===== config.mk =====
export PLATFORM = sky130hd
export DESIGN_NAME = memory_cycle_flat
export DESIGN_NICKNAME = d
export VERILOG_FILES = /design/src/rtl/memory_cycle_if.sv /design/src/rtl/memory_cycle.sv /design/src/flat_wrapper.sv
export SDC_FILE = /design/constraint.sdc
export NUM_CORES = 1
export LEC_CHECK = 0
export CAP_MARGIN = 0
export CORE_ASPECT_RATIO = 1.25
export CORE_MARGIN = 10
export CORE_UTILIZATION = 44
export DETAILED_ROUTE_END_ITERATION = 7
export PLACE_DENSITY = 0.8
export SETUP_SLACK_MARGIN = 0.3
export SLEW_MARGIN = 20
export SYNTH_ARGS = -nofsm -noshare
export SYNTH_HDL_FRONTEND = slang
export SYNTH_SLANG_ARGS = --single-unit

===== constraint.sdc =====
create_clock -name clk -period 2.32 [get_ports clk]
set_input_delay 0.696 -clock clk [delete_from_list [all_inputs] [get_ports clk]]
set_output_delay 0.696 -clock clk [all_outputs]
set_load 0.01 [all_outputs]

===== src/rtl/memory_cycle_if.sv =====
// Data-memory bus between the memory stage (master) and the data memory (slave).
// The master holds req/we/addr/wdata steady until the slave answers with ack.
interface memory_cycle_if #(
   parameter int DW = 16
) ();
   logic          dmem_req;
   logic          dmem_we;
   logic [DW-1:0] dmem_addr;
   logic [DW-1:0] dmem_wdata;
   logic [DW-1:0] dmem_rdata;
   logic          dmem_ack;

   modport master (
      output dmem_req, dmem_we, dmem_addr, dmem_wdata,
      input  dmem_rdata, dmem_ack
   );

   modport slave (
      input  dmem_req, dmem_we, dmem_addr, dmem_wdata,
      output dmem_rdata, dmem_ack
   );
endinterface


===== src/rtl/memory_cycle.sv =====
// Memory pipeline stage: passes ALU results straight to writeback, runs one
// data-memory access at a time with a bounded wait, and resolves branches.
module memory_cycle #(
   parameter int DW       = 16,
   parameter int RW       = 4,
   parameter int MAX_WAIT = 15
) (
   input  logic          clk,
   input  logic          rst,
   input  logic          ex_valid,
   input  logic [DW-1:0] aluout,
   input  logic [DW-1:0] b,
   input  logic [RW-1:0] rd,
   input  logic [DW-1:0] newpc,
   input  logic          zero,
   input  logic          pos,
   input  logic          memread,
   input  logic          memwrite,
   input  logic          regwrite,
   input  logic [1:0]    branch,
   output logic          stall,
   memory_cycle_if.master dmem,
   output logic          wb_valid,
   output logic          wb_regwrite,
   output logic [RW-1:0] wb_rd,
   output logic [DW-1:0] wb_data,
   output logic          pc_src,
   output logic [DW-1:0] pc_target,
   output logic          mem_err
);

   typedef enum logic {IDLE = 1'b0, WAIT = 1'b1} state_t;

   // Timeout fires on the edge that ends the MAX_WAIT-th WAIT cycle without ack.
   localparam logic [7:0] LAST_WAIT = 8'(MAX_WAIT - 1);

   state_t        state_reg;
   logic          stall_reg;
   logic          dmem_req_reg;
   logic          dmem_we_reg;
   logic [DW-1:0] dmem_addr_reg;
   logic [DW-1:0] dmem_wdata_reg;
   logic          wb_valid_reg;
   logic          wb_regwrite_reg;
   logic [RW-1:0] wb_rd_reg;
   logic [DW-1:0] wb_data_reg;
   logic          pc_src_reg;
   logic [DW-1:0] pc_target_reg;
   logic          mem_err_reg;
   logic [7:0]    wait_cnt_reg;
   logic [RW-1:0] rd_hold_reg;
   logic          regwrite_hold_reg;
   logic          load_hold_reg;

   logic taken;
   logic is_mem;

   always_comb begin
      case (branch)
         2'b01:   taken = zero;
         2'b10:   taken = pos;
         2'b11:   taken = 1'b1;
         default: taken = 1'b0;
      endcase
   end

   assign is_mem = memread | memwrite;

   always_ff @(posedge clk or negedge rst) begin
      if (!rst) begin
         state_reg         <= IDLE;
         stall_reg         <= 1'b0;
         dmem_req_reg      <= 1'b0;
         dmem_we_reg       <= 1'b0;
         dmem_addr_reg     <= '0;
         dmem_wdata_reg    <= '0;
         wb_valid_reg      <= 1'b0;
         wb_regwrite_reg   <= 1'b0;
         wb_rd_reg         <= '0;
         wb_data_reg       <= '0;
         pc_src_reg        <= 1'b0;
         pc_target_reg     <= '0;
         mem_err_reg       <= 1'b0;
         wait_cnt_reg      <= '0;
         rd_hold_reg       <= '0;
         regwrite_hold_reg <= 1'b0;
         load_hold_reg     <= 1'b0;
      end else begin
         wb_valid_reg <= 1'b0;
         pc_src_reg   <= 1'b0;
         case (state_reg)
            IDLE: begin
               if (ex_valid) begin
                  if (taken) begin
                     pc_src_reg    <= 1'b1;
                     pc_target_reg <= newpc;
                  end
                  if (is_mem) begin
                     state_reg         <= WAIT;
                     stall_reg         <= 1'b1;
                     dmem_req_reg      <= 1'b1;
                     dmem_we_reg       <= memwrite;
                     dmem_addr_reg     <= aluout;
                     dmem_wdata_reg    <= b;
                     rd_hold_reg       <= rd;
                     // read+write together is executed as a store with no register update
                     regwrite_hold_reg <= regwrite & ~(memread & memwrite);
                     load_hold_reg     <= memread & ~memwrite;
                     wait_cnt_reg      <= '0;
                  end else begin
                     wb_valid_reg    <= 1'b1;
                     wb_rd_reg       <= rd;
                     wb_data_reg     <= aluout;
                     wb_regwrite_reg <= regwrite;
                  end
               end
            end
            WAIT: begin
               if (dmem.dmem_ack) begin
                  state_reg       <= IDLE;
                  stall_reg       <= 1'b0;
                  dmem_req_reg    <= 1'b0;
                  wb_valid_reg    <= 1'b1;
                  wb_rd_reg       <= rd_hold_reg;
                  wb_regwrite_reg <= regwrite_hold_reg;
                  wb_data_reg     <= load_hold_reg ? dmem.dmem_rdata : dmem_addr_reg;
               end else if (wait_cnt_reg == LAST_WAIT) begin
                  state_reg       <= IDLE;
                  stall_reg       <= 1'b0;
                  dmem_req_reg    <= 1'b0;
                  mem_err_reg     <= 1'b1;
                  wb_valid_reg    <= 1'b1;
                  wb_rd_reg       <= rd_hold_reg;
                  wb_regwrite_reg <= 1'b0;
                  wb_data_reg     <= dmem_addr_reg;
               end else begin
                  wait_cnt_reg <= wait_cnt_reg + 8'd1;
               end
            end
            default: begin
               state_reg <= IDLE;
               stall_reg <= 1'b0;
            end
         endcase
      end
   end

   assign stall           = stall_reg;
   assign dmem.dmem_req   = dmem_req_reg;
   assign dmem.dmem_we    = dmem_we_reg;
   assign dmem.dmem_addr  = dmem_addr_reg;
   assign dmem.dmem_wdata = dmem_wdata_reg;
   assign wb_valid        = wb_valid_reg;
   assign wb_regwrite     = wb_regwrite_reg;
   assign wb_rd           = wb_rd_reg;
   assign wb_data         = wb_data_reg;
   assign pc_src          = pc_src_reg;
   assign pc_target       = pc_target_reg;
   assign mem_err         = mem_err_reg;

endmodule

===== src/flat_wrapper.sv =====
// flat-port wrapper written by rule: the top's interface ports become plain ports
module memory_cycle_flat 
#(
   parameter int DW       = 16,
   parameter int RW       = 4,
   parameter int MAX_WAIT = 15
)
  (clk, rst, ex_valid, aluout, b, rd, newpc, zero, pos, memread, memwrite, regwrite, branch, stall, wb_valid, wb_regwrite, wb_rd, wb_data, pc_src, pc_target, mem_err, dmem_dmem_req, dmem_dmem_we, dmem_dmem_addr, dmem_dmem_wdata, dmem_dmem_rdata, dmem_dmem_ack);
  memory_cycle_if #(.DW(DW)) dmem_i ();
  input  logic clk;
  input  logic rst;
  input  logic ex_valid;
  input  logic [DW-1:0] aluout;
  input  logic [DW-1:0] b;
  input  logic [RW-1:0] rd;
  input  logic [DW-1:0] newpc;
  input  logic zero;
  input  logic pos;
  input  logic memread;
  input  logic memwrite;
  input  logic regwrite;
  input  logic [1:0] branch;
  output logic stall;
  output logic wb_valid;
  output logic wb_regwrite;
  output logic [RW-1:0] wb_rd;
  output logic [DW-1:0] wb_data;
  output logic pc_src;
  output logic [DW-1:0] pc_target;
  output logic mem_err;
  output wire logic [$bits(dmem_i.dmem_req)-1:0] dmem_dmem_req;
  output wire logic [$bits(dmem_i.dmem_we)-1:0] dmem_dmem_we;
  output wire logic [$bits(dmem_i.dmem_addr)-1:0] dmem_dmem_addr;
  output wire logic [$bits(dmem_i.dmem_wdata)-1:0] dmem_dmem_wdata;
  input wire logic [$bits(dmem_i.dmem_rdata)-1:0] dmem_dmem_rdata;
  input wire logic [$bits(dmem_i.dmem_ack)-1:0] dmem_dmem_ack;
  assign dmem_dmem_req = dmem_i.dmem_req;
  assign dmem_dmem_we = dmem_i.dmem_we;
  assign dmem_dmem_addr = dmem_i.dmem_addr;
  assign dmem_dmem_wdata = dmem_i.dmem_wdata;
  assign dmem_i.dmem_rdata = dmem_dmem_rdata;
  assign dmem_i.dmem_ack = dmem_dmem_ack;
  memory_cycle #(.DW(DW), .RW(RW), .MAX_WAIT(MAX_WAIT)) u_core (.clk(clk), .rst(rst), .ex_valid(ex_valid), .aluout(aluout), .b(b), .rd(rd), .newpc(newpc), .zero(zero), .pos(pos), .memread(memread), .memwrite(memwrite), .regwrite(regwrite), .branch(branch), .stall(stall), .dmem(dmem_i), .wb_valid(wb_valid), .wb_regwrite(wb_regwrite), .wb_rd(wb_rd), .wb_data(wb_data), .pc_src(pc_src), .pc_target(pc_target), .mem_err(mem_err));
endmodule

Word level (Yosys, flattened, before mapping)
Cells that the tools add are included.
{ "totals": {"regBits": 89, "latch_bits": 0, "ramBits": 0, "mem_bits_ro": 0, "inputBits": 79, "out_inout_bits": 75, "wordCells": 80, "n_memories": 0} }
{ "op_classes": {"add_sub_neg": 1, "n_mul": 0, "n_div": 0, "order_cmp": 0, "eq_ne": 10, "shifts": 0, "mux": 39, "bitwise_logic": 8, "n_reduce_logical": 6} }
{ "ops": {"columns": ["op", "n"], "rows": [
  ["$mux W16", 5],
  ["$mux W8", 4],
  ["$pmux W16 S2", 1],
  ["$mux W1", 18],
  ["$mux W4", 4],
  ["$pmux W8 S2", 1],
  ["$reduce_and A3 Y1", 5],
  ["$add A8 B1 Y8 const B", 1],
  ["$eq A8 B4 Y1 const B", 1],
  ["$ne A2 B2 Y1 const B", 4],
  ["$pmux W1 S2", 4],
  ["$pmux W4 S2", 1],
  ["$eq A2 B2 Y1 const B", 2],
  ["$not A1 Y1", 4],
  ["$reduce_and A4 Y1", 1],
  ["$and A1 B1 Y1", 3],
  ["$ne A3 B3 Y1 const B", 1],
  ["$pmux W1 S3", 1],
  ["$eq A2 B1 Y1 const B", 1],
  ["$ne A2 B1 Y1 const B", 1],
  ["$or A1 B1 Y1", 1]
]} }

Longest topological paths before layout
{ "depth": {"depth_word": 5, "mapped_depth": 8, "depth_no_buf": 6} }

Least setup slack after synthesis
No wires, ideal clock.
{ "synth_timing": {"path_kind": "input-to-reg", "start": "input ex_valid", "end": "register u_core.wb_data_reg[0], in the netlist u_core.wb_data[0]", "setup_ns": 0.125, "arrival_time_ns": 1.795, "required_time_ns": 2.195, "slack_ns": 0.400, "stages": 5, "n_path_buf": 2, "cell_sequence": "nor2b_1 -> buf_4 -> a221o_2 -> buf_6 -> mux2_4"} }
{ "synth_via": {"elab_chain_cells": 2} }
{ "synth_rtl": {"columns": ["element", "line", "text"], "rows": [
  ["start: declaration", "flat_wrapper.sv:12", "input logic ex_valid;"],
  ["$ne A2 B2 Y1 (no line)", null, null],
  ["$reduce_and A3 Y1 (no line)", null, null],
  ["end signal: assignment", "memory_cycle.sv:113", "wb_data_reg <= aluout;"],
  ["end signal: assignment", "memory_cycle.sv:126", "wb_data_reg <= load_hold_reg ? dmem.dmem_rdata : dmem_addr_reg;"],
  ["end signal: assignment", "memory_cycle.sv:135", "wb_data_reg <= dmem_addr_reg;"],
  ["end: declaration", "memory_cycle.sv:46", "logic [DW-1:0] wb_data_reg;"]
]} }
No other way between the ends.
A chain may end at the register's enable or synchronous reset.

Final worst setup path
{ "layout_timing": {"start": "register u_core.dmem_addr_reg[11], in the netlist u_core.dmem.dmem_addr[11]", "end": "output dmem_dmem_addr[11]"} }
{ "layout_lines": {"columns": ["element", "line", "text"], "rows": [
  ["start: declaration", "memory_cycle.sv:41", "logic [DW-1:0] dmem_addr_reg;"],
  ["start signal: assignment", "memory_cycle.sv:103", "dmem_addr_reg <= aluout;"],
  ["end: declaration", "flat_wrapper.sv:33", "output wire logic [$bits(dmem_i.dmem_addr)-1:0] dmem_dmem_addr;"]
]} }
No word-level cell between the ends.

==> summary.md <==
| Metric | Value |
|---|---|
| Clk_lat worst skew | `360 ps` |
| Gpl congestion | `0.804` |
| Yosys Warn Count | `0` |
| Port buffer count | `153` |
| Most common cell after layout, fill and taps aside | `clkdlybuf4s50_1` |
| Max stage delay on crit path | `550 ps` |
| #FFs+latches synth | `89` |
| Power Density | `853 nW/um^2` |
| Max Cap Violations | `0` |
| DRT antenna net count | `0` |
| CTS Buf Count | `9` |
| Avg WL per Cell | `17.2 um` |
| Comb pwr share | `0.378` |
| CTS tree | `done` |
| First-pass detailed-route iteration total | `4` |
| Fin crit share | `0.861` |
| Via count | `3242` |
| Cell Area, Synth | `3980 sq um` |
| Top Usage Layer GRT | `met2` |
| P_int | `3.47 mW` |
| Fin nets | `609` |
| Post-route DRC violation count | `0` |
| Worst slew margin | `0.752` |
| GRT Total Usage | `0.171` |
| Vias per Instance | `4.96` |
| ANT cells | `0` |
| Power share of the clock group | `0.187` |
| Design Power | `5.06 mW` |
| Initial core utilization | `0.455` |
| Core region area | `8750 sq um` |
| Placed insts | `637` |
| Area Growth Syn to Fin | `49.2%` |
| Crit path max fanout | `3` |
| Hold Crit Class | `input port to asynchronous set/reset pin` |
| Drt first-iter violations | `98` |
| Met3 GRT Util | `0.0481` |
| Syn_nets | `449` |
| Leak pwr | `3.05 nW` |
| Post-DP HPWL | `8760 um` |
| CP max-delay cell | `clkdlybuf4s50_1` |
| Chip height | `126 um` |
| Worst VDD drop | `486 uV` |
| Worst setup EP type | `output port` |
| Seq/Total Area, Yosys | `0.560` |
| Switching Fraction | `0.314` |
| Outcome | `finished clean` |
| Startpoint types | `flip-flop` |
| Slew @ Worst Pin | `372 ps` |
| Syn Inst Count | `368` |
| Max frequency | `0.501 GHz` |
| Worst Setup Path Type | `flip-flop to output port` |
| Crit path time final | `2000 ps` |
| CP cell instances | `clkdlybuf4s50_1` |
| Clock Skew | `11.2 ps` |
| Fill cells | `702` |
| Max Root-Sink Buffers | `2` |
| Initial antenna violation count | `0` |
| Global-route met2 utilization | `0.296` |
| Register area | `2230 sq um` |
| Leading cell types in the layout, fill and taps excluded | `116 x clkdlybuf4s50_1, 114 x nand2_1, 89 x dfrtp_1` |
| Sequential power share | `0.435` |
| Share of post-route cells with drive strength above 1 | `0.150` |
| Total area of multi-input combinational cells | `1630 sq um` |
| Htree depth | `3` |
| Rows | `38` |
| Slew Viols, Final | `0` |
| Die Width | `105 um` |
| DIE AREA | `13300 sq um` |
| Critical path's top delay family | `buffers and inverters` |
| NetSw | `1.59 mW` |
| Post-CTS setup buffer count | `0` |
| Clock sinks | `89` |
| Hold Fails Final Rpt | `0` |
| Hold Worst Slack | `232 ps` |
| Root Buffer | `clkbuf_8` |
| Cell Count, Final, Fillers Out | `653` |
| Final setup fails | `0` |
| Routed wire length | `11200 um` |
| Placed instance area | `5720 sq um` |
| Synth area leaders | `dfrtp_1 56%, nand2_1 11%, mux2_4 7.2%, mux2_2 6.2%, mux2i_1 4.3%` |
| Share of the synthesized area in the top cell type | `0.560` |
| Synth cell types | `34` |
| Num ports | `154` |
| Post-synth top area cell | `dfrtp_1` |
| CP Buf/Inv Count | `1` |
| Clock transition at path regs | `90 ps` |
| Grt total ovfl | `0` |
| First-pass GRT wire length | `18200 um` |
| Design area | `5940 sq um` |
| # hold bufs at CTS | `0` |
| Synth Area per Inst | `10.8 sq um` |
| Vias in the first global route | `3393` |
| Largest net degree at the start of global routing | `38` |
| CP arrival | `1300 ps` |
| Met1 Use GR | `0.197` |
| CP required | `1620 ps` |
| Unrepaired setup endpoints after global routing | `false` |
cells by family (layout without fill, tap and decap cells):
kind of cell    after synthesis  after routing  synth area share
flops                        89             89             0.560
compound gates               43             43            0.0673
xor+xnor                      1              1           0.00220
simple gates                151            151             0.154
buf+inv                      24            189            0.0340
mux                          58             58             0.177
fa+ha+maj                     2              2           0.00629
per-layer routing:
| layer | wire length, um | vias to the layer above | part of all wire |
|---|---|---|---|
| met3 | 714 | 11 | 0.064 |
| met2 | 5770 | 103 | 0.51 |
| met5 | 0 | - | 0 |
| li1 | - | 1554 | - |
| met4 | 164 | 0 | 0.015 |
| met1 | 4590 | 1574 | 0.41 |
metrics by stage:
stage / util / setup TNS (ps) / worst slack (ps)
2_1_floorplan: - / 0 / 400
3_3_place_gp: 0.654 / 0 / 30.5
3_5_place_dp: 0.654 / -82.5 / -19.8
4_1_cts: 0.671 / 0 / 301
5_1_grt: 0.679 / 0 / 300
6_report: 0.679 / 0 / 324
worst paths after layout:
check	cells past startpoint	endpoint	startpoint	slack (ps)
hold reg to reg	1	u_core.mem_err$_DFFE_PN0P_	u_core.mem_err$_DFFE_PN0P_	470
setup / recovery	1	dmem_dmem_addr[11]	u_core.dmem.dmem_addr[11]$_DFFE_PN0P_	320
max in group asynchronous	2	u_core.pc_target[2]$_DFFE_PN0P_	rst	1390
min in group clk	1	u_core.mem_err$_DFFE_PN0P_	u_core.mem_err$_DFFE_PN0P_	470
hold / removal	1	u_core.pc_target[14]$_DFFE_PN0P_	rst	230
setup reg to reg	5	u_core.wb_data[15]$_DFFE_PN0P_	u_core.wait_cnt_reg[4]$_DFFE_PN0P_	420
power groups by stage:
stage | logic (mW) | registers [mW] | clock network (mW)
final | 1.91 | 2.20 | 0.947
after global placement | 1.97 | 2.22 | 0
after global routing | 2.07 | 2.26 | 1.03
after floorplan | 0.710 | 2.37 | 0
after detailed placement | 2.01 | 2.24 | 0
after CTS | 1.98 | 2.21 | 0.980
cells in the mapped netlist:
cell       number
a22o_1          2
o21ai_0         6
or3_1           4
ha_1            2
and2_1          2
a211o_1         2
a21o_1          5
buf_6           3
nor2_2          1
nor2b_1         3
a21oi_1        21
dfrtp_1        89
nand4_1         1
nor2_1         18
o2bb2ai_1       2
clkbuf_1        8
a32o_1          1
o21ai_1         2
and3_1          1
a221o_2         1
xor2_1          1
mux2i_1        17
a21boi_2        1
nand2b_1        1
nor3_1          1
nand2_1       114
mux2_2         22
nand3_1         3
buf_4           4
nand4b_1        1
mux2_4         19
nor4_1          1
buf_2           6
inv_1           3
cell type report:
class | count | area share
Tap cell | 120 | 0.0253
Clock inverter | 6 | 0.00737
Multi-Input combinational cell | 255 | 0.275
Inverter | 3 | 0.00190
Timing Repair Buffer | 170 | 0.294
Clock buffer | 10 | 0.0215
Sequential cell | 89 | 0.375
repair_timing:
item | in CTS | in global routing
resized for setup | 13 | 25
pin swaps | 0 | 0
endpoints found under the setup margin | 13 | 46
Note: power is estimated with default switching activity, not from simulation.
